===== config.mk =====
export PLATFORM = sky130hd
export DESIGN_NAME = mem_loader
export DESIGN_NICKNAME = d
export VERILOG_FILES = /design/src/rtl/mem_bus_pkg.sv /design/src/rtl/byte_packer.sv /design/src/rtl/mem_loader.sv
export SDC_FILE = /design/constraint.sdc
export NUM_CORES = 1
export LEC_CHECK = 0
export CAP_MARGIN = 40
export CORE_ASPECT_RATIO = 0.9
export CORE_MARGIN = 2
export CORE_UTILIZATION = 44
export CTS_BUF_LIST = sky130_fd_sc_hd__clkbuf_4
export CTS_CLUSTER_SIZE = 28
export DETAILED_ROUTE_END_ITERATION = 12
export PLACE_DENSITY = 0.8
export SLEW_MARGIN = 20
export SYNTH_ARGS = -nofsm -noshare
export SYNTH_HDL_FRONTEND = slang
export SYNTH_SLANG_ARGS = --single-unit

===== constraint.sdc =====
create_clock -name clk -period 9 [get_ports clk]
set_input_delay 0.9 -clock clk [delete_from_list [all_inputs] [get_ports clk]]
set_output_delay 0.9 -clock clk [all_outputs]
set_load 0.02 [all_outputs]

===== src/rtl/mem_bus_pkg.sv =====
// Shared definitions for bus initiators on the native picorv32 memory
// interface: FSM state type, strobe constants and address/mask helpers.
package mem_bus_pkg;

  typedef enum logic [1:0] {
    ST_COLLECT = 2'd0,
    ST_WRITE   = 2'd1,
    ST_READ    = 2'd2,
    ST_FINISH  = 2'd3
  } state_t;

  localparam logic [3:0] WSTRB_NONE = 4'h0;
  localparam logic [3:0] WSTRB_ALL  = 4'hF;

  // Byte address of word number idx counted from base.
  function automatic logic [31:0] word_addr(input logic [31:0] base, input logic [15:0] idx);
    return base + {14'd0, idx, 2'b00};
  endfunction

  // Expand byte strobes into a 32-bit bit mask.
  function automatic logic [31:0] strb_mask(input logic [3:0] strb);
    return {{8{strb[3]}}, {8{strb[2]}}, {8{strb[1]}}, {8{strb[0]}}};
  endfunction

endpackage


===== src/rtl/byte_packer.sv =====
// Packs an accepted byte stream little-endian into 32-bit words.
// word/strb show the word including the byte being accepted this cycle;
// word_done flags that this byte completes the word (4th lane or last byte).
module byte_packer
  import mem_bus_pkg::*;
(
  input  logic        clk,
  input  logic        reset,
  input  logic        accept,
  input  logic [7:0]  data,
  input  logic        last,
  output logic [31:0] word,
  output logic [3:0]  strb,
  output logic        word_done
);

  logic [1:0]  byte_idx;
  logic [31:0] data_q;
  logic [3:0]  strb_q;

  // Merge the incoming byte into the lane selected by byte_idx.
  always_comb begin
    word = data_q;
    word[{byte_idx, 3'b000} +: 8] = data;
    strb = strb_q;
    strb[byte_idx] = 1'b1;
    word_done = accept && (last || (strb == WSTRB_ALL));
  end

  // Hold the partial word; a completed word is handed off and the lanes cleared
  // so unused lanes of a short final word read as zero.
  always_ff @(posedge clk or posedge reset) begin
    if (reset) begin
      byte_idx <= 2'd0;
      data_q   <= 32'd0;
      strb_q   <= WSTRB_NONE;
    end else if (accept) begin
      if (word_done) begin
        byte_idx <= 2'd0;
        data_q   <= 32'd0;
        strb_q   <= WSTRB_NONE;
      end else begin
        byte_idx <= byte_idx + 2'd1;
        data_q   <= word;
        strb_q   <= strb;
      end
    end
  end

endmodule


===== src/rtl/mem_loader.sv =====
// Program-memory loader: packs a byte stream into words, writes them to
// consecutive addresses (optionally reading each back), and releases the
// core from reset only after a clean load.
// Handshakes: a byte moves when s_valid & s_ready are both high at a clock
// edge; a bus transfer completes on the edge where mem_valid & mem_ready are
// both high, and mem_addr/mem_wdata/mem_wstrb hold while mem_valid is high.
module mem_loader
  import mem_bus_pkg::*;
#(
  parameter int          MEM_WORDS = 256,
  parameter logic [31:0] ADDR_BASE = 32'h0000_0000,
  parameter bit          VERIFY    = 1'b1,
  parameter int          TIMEOUT   = 64
) (
  input  logic        clk,
  input  logic        reset,
  input  logic        s_valid,
  output logic        s_ready,
  input  logic [7:0]  s_data,
  input  logic        s_last,
  output logic        mem_valid,
  output logic        mem_instr,
  input  logic        mem_ready,
  output logic [31:0] mem_addr,
  output logic [31:0] mem_wdata,
  output logic [3:0]  mem_wstrb,
  input  logic [31:0] mem_rdata,
  output logic        done,
  output logic        error,
  output logic [15:0] word_count,
  output logic        core_resetn,
  output logic [1:0]  fsm_state
);

  localparam int          TW          = $clog2(TIMEOUT + 1);
  localparam logic [16:0] MEM_WORDS_L = 17'(MEM_WORDS);

  state_t        st;
  logic [TW-1:0] tmo_cnt;
  logic [3:0]    strb_q;
  logic          last_q;

  logic [31:0] pk_word;
  logic [3:0]  pk_strb;
  logic        word_done;
  logic        tmo_hit;
  logic        overflow;
  logic        mismatch;
  logic [15:0] wc_next;

  assign mem_instr = 1'b0;
  assign fsm_state = st;

  byte_packer u_packer (
    .clk       (clk),
    .reset     (reset),
    .accept    (s_valid & s_ready),
    .data      (s_data),
    .last      (s_last),
    .word      (pk_word),
    .strb      (pk_strb),
    .word_done (word_done)
  );

  // Per-cycle decisions: timeout reached, no room left, read-back mismatch.
  always_comb begin
    tmo_hit  = (tmo_cnt == TW'(TIMEOUT - 1));
    overflow = ({1'b0, word_count} >= MEM_WORDS_L);
    mismatch = (((mem_rdata ^ mem_wdata) & strb_mask(strb_q)) != 32'd0);
    wc_next  = (word_count == 16'hFFFF) ? word_count : word_count + 16'd1;
  end

  // Bus FSM with registered outputs and the request timeout counter.
  always_ff @(posedge clk or posedge reset) begin
    if (reset) begin
      st          <= ST_COLLECT;
      s_ready     <= 1'b0;
      mem_valid   <= 1'b0;
      mem_addr    <= ADDR_BASE;
      mem_wdata   <= 32'd0;
      mem_wstrb   <= WSTRB_NONE;
      done        <= 1'b0;
      error       <= 1'b0;
      word_count  <= 16'd0;
      core_resetn <= 1'b0;
      tmo_cnt     <= '0;
      strb_q      <= WSTRB_NONE;
      last_q      <= 1'b0;
    end else begin
      case (st)
        ST_COLLECT: begin
          s_ready <= 1'b1;
          if (word_done) begin
            s_ready <= 1'b0;
            last_q  <= s_last;
            strb_q  <= pk_strb;
            if (overflow) begin
              // The word has no slot: never put it on the bus.
              error <= 1'b1;
              done  <= 1'b1;
              st    <= ST_FINISH;
            end else begin
              mem_valid <= 1'b1;
              mem_addr  <= word_addr(ADDR_BASE, word_count);
              mem_wdata <= pk_word;
              mem_wstrb <= pk_strb;
              tmo_cnt   <= '0;
              st        <= ST_WRITE;
            end
          end
        end

        ST_WRITE: begin
          if (mem_valid && mem_ready) begin
            mem_valid <= 1'b0;
            tmo_cnt   <= '0;
            if (VERIFY) begin
              mem_wstrb <= WSTRB_NONE;
              st        <= ST_READ;
            end else begin
              word_count <= wc_next;
              if (last_q) begin
                done <= 1'b1;
                st   <= ST_FINISH;
              end else begin
                s_ready <= 1'b1;
                st      <= ST_COLLECT;
              end
            end
          end else if (tmo_hit) begin
            mem_valid <= 1'b0;
            error     <= 1'b1;
            done      <= 1'b1;
            st        <= ST_FINISH;
          end else begin
            tmo_cnt <= tmo_cnt + TW'(1);
          end
        end

        ST_READ: begin
          if (!mem_valid) begin
            // One idle cycle after the write, then issue the read.
            mem_valid <= 1'b1;
            tmo_cnt   <= '0;
          end else if (mem_ready) begin
            mem_valid <= 1'b0;
            tmo_cnt   <= '0;
            if (mismatch) begin
              error <= 1'b1;
              done  <= 1'b1;
              st    <= ST_FINISH;
            end else begin
              word_count <= wc_next;
              if (last_q) begin
                done <= 1'b1;
                st   <= ST_FINISH;
              end else begin
                s_ready <= 1'b1;
                st      <= ST_COLLECT;
              end
            end
          end else if (tmo_hit) begin
            mem_valid <= 1'b0;
            error     <= 1'b1;
            done      <= 1'b1;
            st        <= ST_FINISH;
          end else begin
            tmo_cnt <= tmo_cnt + TW'(1);
          end
        end

        ST_FINISH: begin
          // Terminal; core release follows done by one cycle.
          s_ready     <= 1'b0;
          mem_valid   <= 1'b0;
          done        <= 1'b1;
          core_resetn <= ~error;
        end

        default: st <= ST_FINISH;
      endcase
    end
  end

endmodule


* Word level (Yosys, flattened, before mapping)
Cells that the tools add are included.
** Storage, ports and cells
- Bits in latches :: 0
- Register bits after elaboration :: 125
- Memories :: 0
- Bits in read-only memories :: 0
- Bits in writable memories :: 0
- Word-level logic and storage cells :: 125
** Cells by class
- $mul :: 0
- Add/subtract/negate cells :: 4
- Reduce and logical (&&, ||, !) cells :: 18
- Muxes and demuxes :: 55
- Shifts and indexed selects :: 2
- $lt $le $gt $ge :: 3
- Bitwise logic cells :: 9
- Equal/unequal tests :: 18
- Div/mod/pow operators :: 0
** Operators by type and width (count)
- $mux W7 :: 6
- $and A32 B32 Y32 :: 1
- $bwmux W32 :: 1
- $mux W32 :: 1
- $reduce_bool A32 Y1 :: 1
- $shift A8 B7 Y32 const A :: 1
- $shiftx A8 B7 Y32 :: 1
- $xor A32 B32 Y32 :: 1
- $mux W1 :: 26
- $pmux W7 S3 :: 1
- $mux W2 :: 9
- $add A16 B1 Y16 const B :: 1
- $eq A16 B16 Y1 const B :: 1
- $ge A16 B9 Y1 const B :: 1
- $mux W4 :: 4
- $ne A2 B2 Y1 const B :: 8
- $reduce_and A5 Y1 :: 3
- $reduce_and A3 Y1 :: 4
- $pmux W1 S4 :: 2
- $pmux W4 S2 :: 1
- $add A7 B1 Y7 const B :: 1
- $eq A7 B6 Y1 const B :: 1
- $neg A5 Y7 :: 1
- $ne A3 B3 Y1 const B :: 2
- 22 further kinds :: 30

* Longest topological paths before layout
Gate-level depths: netlist of run 1.
- Depth in word-level cells :: 10
- Depth in mapped cells :: 9

* Cells and area by module
From an unflattened synthesis of run 1, not the netlist that was laid out.
** Second synthesis, totals
- Cell total of the unflattened synthesis :: 610
- Area total of the unflattened synthesis :: 6452.4 um^2
** By module, submodules not included
- mem_loader :: instances 1, sequential area each 2177.1 um^2, area each 4352.9 um^2, cells an instance 379
- byte_packer :: instances 1, sequential area each 950.9 um^2, area each 2099.5 um^2, cells an instance 231

* Worst setup path before layout of run 1
Ideal clock, no wire load.
- Kind :: input-to-reg
- From :: input mem_rdata[9]
- To :: register word_count[13]
- Buffers on the path :: 0
- Slack :: 6.586 ns
- Stages on the path :: 6
- Arrival :: 2.283 ns
- Setup time :: 0.132 ns
- Cells stage by stage :: xnor2_1 -> nand4_1 -> o21ai_0 -> nand4_1 -> or4_1 -> xnor2_1
** Between the ends
- Longest elaborated chain between the ends :: 5
** RTL lines
- start: declaration :: RTL line mem_loader.sv:27 : input logic [31:0] mem_rdata,
- $xor A32 B32 Y32 :: RTL line mem_loader.sv:69 : mismatch = (((mem_rdata ^ mem_wdata) & strb_mask(strb_q)) != 32'd0);
- $and A32 B32 Y32 :: RTL line mem_loader.sv:69
- $reduce_bool A32 Y1 :: RTL line mem_loader.sv:69
- $not A1 Y1 (no line)
- $reduce_and A5 Y1 (no line)
- end signal: assignment :: RTL line mem_loader.sv:121 : word_count <= wc_next;
- end signal: assignment :: RTL line mem_loader.sv:153 : word_count <= wc_next;
- end: declaration :: RTL line mem_loader.sv:30 : output logic [15:0] word_count,
No other way between the ends.
A chain may end at the register's enable or synchronous reset.

* Final worst setup path of run 1
- From :: register u_packer.byte_idx[0]
- To :: register mem_addr[5]
** Between the ends
- Longest elaborated chain between the ends :: 9
** RTL lines
- start: declaration :: RTL line byte_packer.sv:17 : logic [1:0] byte_idx;
- start signal: assignment :: RTL line byte_packer.sv:43 : byte_idx <= byte_idx + 2'd1;
- $lt A2 B3 Y1 (not written as such) or $ge A2 B1 Y1 (tied branches) :: RTL line byte_packer.sv:26 : strb[byte_idx] = 1'b1;
- $logic_and A1 B1 Y1 (not written as such) :: RTL line byte_packer.sv:26
- $mux W1 (not written as such) :: RTL line byte_packer.sv:26
- $demux W1 S2 *
- $or A4 B4 Y4 (no line) *
- $eq A4 B4 Y1 * :: RTL line byte_packer.sv:27 : word_done = accept && (last || (strb == WSTRB_ALL));
- $logic_or A1 B1 Y1 * :: RTL line byte_packer.sv:27
- $logic_and A1 B1 Y1 * :: RTL line byte_packer.sv:27
- $reduce_and A3 Y1 (no line) *
- end signal: assignment :: RTL line mem_loader.sv:104 : mem_addr <= word_addr(ADDR_BASE, word_count);
- end: declaration :: RTL line mem_loader.sv:24 : output logic [31:0] mem_addr,
Every way passes the cells marked *; elsewhere a longest branch is shown, timed or not.

==> metrics.txt, run 1 <==
nets=784; Inserted Clock Buffers=17; Setup CP Type=reg -> reg; crit start category=register; Layout area overhead=24.3%; Design Area, Final=0.00772 mm2; total grt overflow=0; Synth Flop Type=dfrtp_1; met3 usage=5.22%; Slew Limit Headroom=45.5%; CTS tree=built; CP cell instances=inv_1, ha_1, nor2_2, o41a_4, nor2_2, nand3_2, buf_4, mux2_2; final RePlAce weighted congestion=0.825; min Tclk post-route=3.48 ns; FF-to-FF path depth=8; WP data required=9.42 ns; CP max FO=66; Final Skew=0.0143 ns; Final Slew Violations=0; RSZ-0062 raised after global routing=false; global-route wire length before repair=24900 um; worst-margin pin slew=0.806 ns; HPWL Detailed=11200 um; row count=41; Buf+Inv Stages, Crit Path=2; Post-synth EDFFs=0; total die area=0.0151 mm2; Leak=3.35 nW; register-to-register setup slack=5.52 ns; core area=0.0139 mm2; asr flop ratio synth=100%; max incr delay on CP=0.54 ns; htree depth=4; GRT met2 Usage=33.6%; Vias/cell=5.36; clk root buf=clkbuf_4; pwr dens=256 mW/mm2; detailed-router iteration count before antenna repair=4; Post-synth top cells=dfrtp_1, nand2_1, o21ai_0; Max clock buf depth=2; worst reg2reg path startpoint=u_packer.byte_idx[0]; Final period util=38.6%; Seq cells post-synth=125; Port Buffers=119; synthesized cell area=0.00622 mm2; gr usage total=21.2%; layout cells sized above 1=7.06%; initial antenna violation count=1; I/O pin cnt=137; drc violations=0; Setup TNS=0 ns; setup ws final=5.52 ns; worst hold slack=0.491 ns; Die X=129 um; clock latency on the worst-skew pair=0.53 ns; worst hold path class=reg -> reg; crit-path most repeated cell=nor2_2; leading area contributor after synthesis=dfrtp_1; # Max-Cap Violations=0; final setup violation count=0; top cell type's share of synthesized area=50.3%; pin count of the biggest net entering global routing=67; post-synthesis sequential area ratio=50.3%; crit path DAT=3.90 ns; hold buffer count at cts=0; number of global-route vias before repair=4996; met1 usage=28.2%; CP top delay family=simple AND/OR/NAND/NOR gates; PostCTS Resize Cnt=0; cell count after synthesis=615; initial core utilization=44.7%; Crit. Startpoint=u_packer.byte_idx[0]; Layout Utilization=55.6%; area of placed instances=0.00751 mm2; DP Worst Slack=5.59 ns; final-report hold violation count=0; Worst R2R End=mem_addr[5]; Post-Route WL=15200 um; initial DRC count=329; Vias=4987; Sink Count=125; Critical Path Sink=mem_addr[5]; Post-CTS Setup Inserts=0; Mean Syn Cell Area=10.1 um2; top-count cell post-synth=dfrtp_1; CP Capture Type=register; clk slew on worst S/H paths=0.11 ns; Avg WL per Cell=16.4 um; Synth cell types=50; top post-synthesis cells by area=dfrtp_1, xnor2_1, a22o_1, o21ai_0, a21oi_1; Final ANT Viol Nets=0; status=complete, no violations; Syn. warnings=0; global-route layer with the greatest usage=met2; VDD IR max=106 uV; die span in y=117 um; fmax=288 MHz; WP depth=8; CP max stage cell=o41a_4; Filler Cell Count=1192
[stage by stage]
stage,power (mW),std cells
2_1_floorplan,1.36,631
4_1_cts,1.99,930
5_1_grt,2.11,931
3_5_place_dp,1.67,898
6_report,1.98,931
3_3_place_gp,1.63,897
[area by class of cell]
class                      instances  area (um2)  share of cell area, %
antenna                            1        2.50                 0.0324
clock buffer                      21         158                   2.04
clock inverter                    11        52.6                  0.680
inverter                          10        40.0                  0.518
multi-input combinational        447        2860                   37.0
sequential                       125        3130                   40.5
tap                              193         241                   3.13
timing repair buffer             123        1240                   16.1
[sequential cells by signal (all words and copies together), names as in the netlist]
register	count
core_resetn	1
done	1
error	1
fsm_state	2
last_q	1
mem_addr	16
mem_valid	1
mem_wdata	32
mem_wstrb	4
s_ready	1
strb_q	4
tmo_cnt	7
u_packer.byte_idx	2
u_packer.data_q	32
u_packer.strb_q	4
word_count	16
[layout by cell type, fill, tap and decap left out, drive strengths merged, types with 9 or more instances in the layout]
master	n
xnor2	42
clkinv	9
and3	13
clkbuf	21
mux2	13
nand2	60
nor2b	33
clkdlybuf4s50	119
a22o	34
o21ai	55
conb	17
dfrtp	125
inv	10
nand4	17
ha	15
and2	13
a21oi	49
nand3	12
nor2	27
[worst reg2reg max path: cells and delay by family (launching register included)]
kind / cells / cell delay [ns]
AO/OA/AOI/OAI: 1 / 0.54
adder cells (fa/ha/maj): 1 / 0.33
buffers and inverters: 2 / 0.66
flip-flops: 1 / 0.50
multiplexers: 1 / 0.39
AND/OR/NAND/NOR: 3 / 0.96
[report_power, final]
group	total, mW	internal, mW	switching [mW]
Sequential	0.798	0.683	0.115
Clock	0.311	0.114	0.196
Combinational	0.869	0.376	0.493
Total	1.98	1.17	0.804
[worst min-delay path by stage]
stage / start / endpoint / slack (ns) / depth (start not counted)
floorplan: strb_q[0] / strb_q[0] / 0.44 / 2
global placement: mem_addr[14] / mem_addr[14] / 0.47 / 1
detailed placement: mem_addr[11] / mem_addr[11] / 0.47 / 1
CTS: mem_addr[11] / mem_addr[11] / 0.50 / 1
global route: u_packer.data_q[17] / u_packer.data_q[17] / 0.52 / 1
finish: mem_addr[12] / mem_addr[12] / 0.49 / 1
[layer usage]
metal / up-vias / share of wire [%]
met5: - / 0
met4: 0 / 1.4
met3: 19 / 6.3
met2: 166 / 47
met1: 2457 / 45
li1: 2345 / -
[cell families (layout without fill, tap and decap cells)]
family                     after synthesis  in the layout  share of synthesized area [%]
AOI/OAI and AO/OA                      158            158                           16.2
xor gates and xnor gates                47             47                           6.62
adders and majority gates               15             15                           3.02
buffers and inverters                   59            165                           4.73
DFF                                    125            125                           50.3
muxes                                   14             14                           2.58
other                                    1             18                         0.0603
and+or+nand+nor                        196            196                           16.5
Note: power is estimated with default switching activity, not from simulation.
==> run 2: changes to the inputs <==
==> constraint.sdc (replaced) <==
create_clock -name clk -period 3.4 [get_ports clk]
set_input_delay 0.34 -clock clk [delete_from_list [all_inputs] [get_ports clk]]
set_output_delay 0.34 -clock clk [all_outputs]
set_load 0.02 [all_outputs]
==> metrics.txt, run 2 (synthesized netlist as in run 1, its figures left out) <==
gr usage total=21.5% (was 21.2%); Leak=3.41 nW (was 3.35 nW); clk slew on worst S/H paths=0.11 ns (about the same); Slew Limit Headroom=52.2% (was 45.5%); Final Skew=0.0133 ns (was 0.0143 ns); total grt overflow=0 (unchanged); commonest cells after routing, fill and taps aside=dfrtp_1, clkdlybuf4s50_1, nand2_1, o21ai_0, a21oi_1 (unchanged); Inserted Clock Buffers=17 (unchanged); Top Layer Used=met4 (unchanged); layout cells sized above 1=7.70% (was 7.06%); # Max-Cap Violations=0 (unchanged); Post-Route WL=15500 um (was 15200 um); Setup CP Type=reg -> reg (unchanged); worst-margin pin slew=0.712 ns (was 0.806 ns); number of global-route vias before repair=4946 (was 4996); PostCTS Resize Cnt=0 (unchanged); fmax=348 MHz (was 288 MHz); clock power share=21.5% (was 15.7%); pin count of the biggest net entering global routing=126 (was 67); crit start category=register (unchanged); min Tclk post-route=2.87 ns (was 3.48 ns); Sink Count=125 (unchanged); final setup violation count=0 (unchanged); initial DRC count=299 (was 329); row count=41 (unchanged); initial core utilization=44.7% (unchanged); met3 WL=1120 um (was 959 um); pwr dens=717 mW/mm2 (was 256 mW/mm2); Final Slew Violations=0 (unchanged); clock latency on the worst-skew pair=0.54 ns (was 0.53 ns); final RePlAce weighted congestion=0.817 (was 0.825); core area=0.0139 mm2 (unchanged); Design Area, Final=0.00786 mm2 (was 0.00772 mm2); hold buffer count at cts=0 (unchanged); Vias=5035 (was 4987); htree depth=4 (unchanged); Port Buffers=119 (unchanged); final-report hold violation count=0 (unchanged); Max clock buf depth=2 (unchanged); initial antenna violation count=1 (unchanged); NetSw=2.17 mW (was 0.804 mW); die span in y=117 um (unchanged); Vias/cell=5.39 (was 5.36); I/O pin cnt=137 (unchanged); Setup TNS=0 ns (unchanged); WP data required=3.83 ns (was 9.42 ns); Layout area overhead=26.4% (was 24.3%); worst reg2reg path startpoint=u_packer.byte_idx[0] (unchanged); RSZ-0062 raised after global routing=false (unchanged); drc violations=0 (unchanged); Post-CTS Setup Inserts=0 (unchanged); nets=787 (was 784); worst hold path class=in -> async (was reg -> reg); Filler Cell Count=1169 (was 1192); VDD IR max=288 uV (was 106 uV); most frequent standard cell in the layout excluding fill and tap cells=dfrtp_1 (unchanged); Avg WL per Cell=16.6 um (was 16.4 um); Crit. Startpoint=u_packer.byte_idx[0] (unchanged); Die X=129 um (unchanged); clk root buf=clkbuf_4 (unchanged); global-route wire length before repair=25000 um (was 24900 um); crit path DAT=3.30 ns (was 3.90 ns); switch share=38.5% (was 40.7%); met2 WL post-DR=7270 um (was 7230 um); DRT met1 WL=6950 um (was 6840 um); Final ANT Viol Nets=0 (unchanged); Comb pwr share=41.1% (was 44.0%); Flop pwr share=37.4% (was 40.3%); CP max FO=10 (was 66); P_int=3.46 mW (was 1.17 mW); status=complete, no violations (unchanged); Design Power=5.63 mW (was 1.98 mW); area of placed instances=0.00752 mm2 (was 0.00751 mm2); HPWL Detailed=11200 um (about the same); CP Capture Type=register (unchanged); detailed-router iteration count before antenna repair=5 (was 4); Largest regs=mem_wdata x32, u_packer.data_q x32 (unchanged); worst hold slack=0.326 ns (was 0.491 ns); CTS tree=built (unchanged); Final period util=84.4% (was 38.6%); total die area=0.0151 mm2 (unchanged)
-- run 2: cell types whose count changed in the layout (fill, tap and decap cells not counted), sizes merged --
| cell | before | now |
|---|---|---|
| buf | 4 | 7 |
| bufinv | 0 | 5 |
| clkbuf | 21 | 18 |
| clkinv | 9 | 6 |
| clkinvlp | 2 | 4 |
| inv | 10 | 9 |
-- run 2: through the flow --
step           std cells  worst slack (ns)  utilization (%)
2_1_floorplan        631              1.01                -
3_3_place_gp         901             0.582             54.1
3_5_place_dp         901             0.498             54.1
4_1_cts              933             0.524             56.5
5_1_grt              934             0.369             56.5
6_report             934             0.531             56.5
-- run 2: path summary, 6_finish.rpt --
check / slack [ns] / endpoint / cells after the start
worst max-delay path: 0.53 / tmo_cnt[0] / 8
worst min-delay path: 0.33 / mem_wdata[4] / 3
worst max register to register: 0.53 / tmo_cnt[0] / 8
worst min register to register: 0.49 / mem_addr[14] / 1
max in group asynchronous: 2.55 / mem_addr[14] / 3
min in group clk: 0.49 / mem_addr[14] / 1
-- run 2: routing by layer --
metal	vias up	track usage [%]
met5	-	0
met1	2491	28.9
met2	164	33.4
met3	15	6.96
met4	0	7.10
li1	2365	-
-- run 2: power by group through the flow --
stage | registers [mW] | logic, mW | clock network [mW]
floorplan | 2.30 | 1.30 | 0
global placement | 2.12 | 2.25 | 0
detailed placement | 2.14 | 2.30 | 0
CTS | 2.11 | 2.32 | 1.23
global route | 2.16 | 2.54 | 1.29
finish | 2.11 | 2.31 | 1.21
-- run 2: critical path, stage by stage (launching register included) --
cell and delay [ns]:
dfrtp_1 0.50, inv_1 0.22, ha_1 0.31, nor2_2 0.09, o41a_4 0.54, o31ai_4 0.33, and2_1 0.36, nand2_1 0.13
mux2_4 0.27
-- run 2: layout make-up --
class                      instances  area [um2]  share of cell area [%]
antenna                            1        2.50                  0.0318
clock buffer                      18         135                    1.72
clock inverter                    14         199                    2.53
inverter                          10        41.3                   0.525
multi-input combinational        447        2850                    36.3
sequential                       125        3130                    39.8
tap                              193         241                    3.07
timing repair buffer             126        1260                    16.0
==> run 3: changes to the inputs <==
==> constraint.sdc (replaced) <==
create_clock -name clk -period 3.01 [get_ports clk]
set_input_delay 0.301 -clock clk [delete_from_list [all_inputs] [get_ports clk]]
set_output_delay 0.301 -clock clk [all_outputs]
set_load 0.02 [all_outputs]
==> metrics.txt, run 3 (synthesized netlist as in run 1, its figures left out) <==
status=complete, no violations (unchanged); Final period util=87.6% (was 84.4%); Vias=4976 (was 5035); worst hold path class=in -> async (unchanged); CP top delay family=compound AO/OA/AOI/OAI gates (unchanged); final RePlAce weighted congestion=0.862 (was 0.817); RSZ-0062 raised after global routing=false (unchanged); # Max-Cap Violations=0 (unchanged); worst reg2reg path startpoint=u_packer.byte_idx[1] (was u_packer.byte_idx[0]); Avg WL per Cell=16.3 um (was 16.6 um); CP cell instances=inv_1, ha_1, nor2_2, o41a_4, o31ai_4, and2_1, nand2_1, mux2_4 (unchanged); Final ANT Viol Nets=0 (unchanged); layout cells sized above 1=7.82% (was 7.70%); gr usage total=21.3% (was 21.5%); final-report hold violation count=0 (unchanged); Post-CTS Setup Inserts=0 (unchanged); Post-Route WL=15300 um (was 15500 um); nets=791 (was 787); Slew Limit Headroom=55.1% (was 52.2%); VDD IR max=364 uV (was 288 uV); most frequent standard cell in the layout excluding fill and tap cells=dfrtp_1 (unchanged); I/O pin cnt=137 (unchanged); Setup TNS=0 ns (unchanged); row count=41 (unchanged); CTS tree=built (unchanged); pwr dens=797 mW/mm2 (was 717 mW/mm2); Setup CP Type=reg -> reg (unchanged); clk slew on worst S/H paths=0.11 ns (about the same); pin count of the biggest net entering global routing=126 (unchanged); Sink Count=125 (unchanged); final setup violation count=0 (unchanged); hold buffer count at cts=0 (unchanged); initial DRC count=422 (was 299); htree depth=4 (unchanged); die span in y=117 um (unchanged); PostCTS Resize Cnt=0 (unchanged); Buf+Inv Stages, Crit Path=1 (unchanged); HPWL Detailed=11000 um (was 11200 um); Inserted Clock Buffers=17 (unchanged); commonest cells after routing, fill and taps aside=dfrtp_1, clkdlybuf4s50_1, nand2_1, o21ai_0, a21oi_1 (unchanged); crit start category=register (unchanged); Filler Cell Count=1195 (was 1169); WP data required=3.44 ns (was 3.83 ns); Die X=129 um (unchanged); Vias/cell=5.32 (was 5.39); Final Slew Violations=0 (unchanged); number of global-route vias before repair=4778 (was 4946); min Tclk post-route=2.64 ns (was 2.87 ns); crit path DAT=3.06 ns (was 3.30 ns); global-route wire length before repair=24600 um (was 25000 um); Crit. Startpoint=u_packer.byte_idx[1] (was u_packer.byte_idx[0]); initial core utilization=44.7% (unchanged); Max clock buf depth=2 (unchanged); CP max stage cell=o41a_4 (unchanged); clk root buf=clkbuf_4 (unchanged); detailed-router iteration count before antenna repair=5 (unchanged); Port Buffers=119 (unchanged); total grt overflow=0 (unchanged); CP Capture Type=register (unchanged); drc violations=0 (unchanged); CP max FO=10 (unchanged); core area=0.0139 mm2 (unchanged); max incr delay on CP=0.52 ns (was 0.54 ns); Final Skew=0.0133 ns (about the same); clock latency on the worst-skew pair=0.54 ns (about the same); Layout Utilization=56.5% (about the same); Leak=3.43 nW (was 3.41 nW); fmax=379 MHz (was 348 MHz); setup ws final=0.375 ns (was 0.531 ns); Largest regs=mem_wdata x32, u_packer.data_q x32 (unchanged); total die area=0.0151 mm2 (unchanged); worst-margin pin slew=0.673 ns (was 0.712 ns); initial antenna violation count=1 (unchanged); DP Worst Slack=0.365 ns (was 0.498 ns); Layout area overhead=26.4% (about the same)
## run 3: cell types whose count changed in the layout (fill, tap and decap cells not counted), sizes merged
cell	delta
clkinvlp	-3
buf	+4
bufinv	-1
clkinv	+1
clkbuf	+1
## run 3: per-stage QoR
step	area, um2	hold slack (ns)	total power, mW	instances
after floorplan	6280	0.444	4.06	631
after global placement	7560	0.466	4.95	905
after detailed placement	7560	0.470	5.03	905
after CTS	7860	0.312	6.29	935
after global routing	7860	0.326	6.69	936
final	7860	0.298	6.26	936
## run 3: worst paths after layout
path / endpoint / slack, ns / cells past startpoint
min in group clk: mem_addr[16] / 0.49 / 1
worst max register to register: tmo_cnt[0] / 0.37 / 8
max in group asynchronous: mem_addr[12] / 2.20 / 3
worst max-delay path: tmo_cnt[0] / 0.37 / 8
worst min-delay path: u_packer.data_q[5] / 0.30 / 3
worst min register to register: mem_addr[16] / 0.49 / 1
## run 3: report_power, final
part	internal, mW	switching, mW	leakage [nW]
Sequential	2.04	0.323	1.69
Clock	0.654	0.592	0.162
Combinational	1.16	1.49	1.57
Total	3.86	2.40	3.43
## run 3: area by class of cell
| class | instances | area, um2 | share of cell area, % |
|---|---|---|---|
| well taps | 193 | 241 | 3.07 |
| diodes | 1 | 2.50 | 0.0318 |
| clock inverters | 11 | 150 | 1.91 |
| flip-flops and latches | 125 | 3130 | 39.8 |
| multi-input cells | 447 | 2850 | 36.3 |
| repair buffers | 130 | 1300 | 16.5 |
| inverters | 10 | 41.3 | 0.525 |
| clock buffers | 19 | 143 | 1.81 |
## run 3: layer usage
layer  GRT usage (%)  part of all wire, %  vias up  wire (um)
met5               0                    0        -          0
met1            29.9                   46     2422       7100
li1                -                    -     2359          -
met4            7.75                  1.7        0        255
met2            31.6                   45      180       6930
met3            5.77                  6.5       15        998
## run 3: worst reg2reg max path: stages, from the launching register on
cell     delay, ns
dfrtp_1       0.44
inv_1         0.16
ha_1          0.29
nor2_2        0.09
o41a_4        0.52
o31ai_4       0.29
and2_1        0.35
nand2_1       0.13
mux2_4        0.27
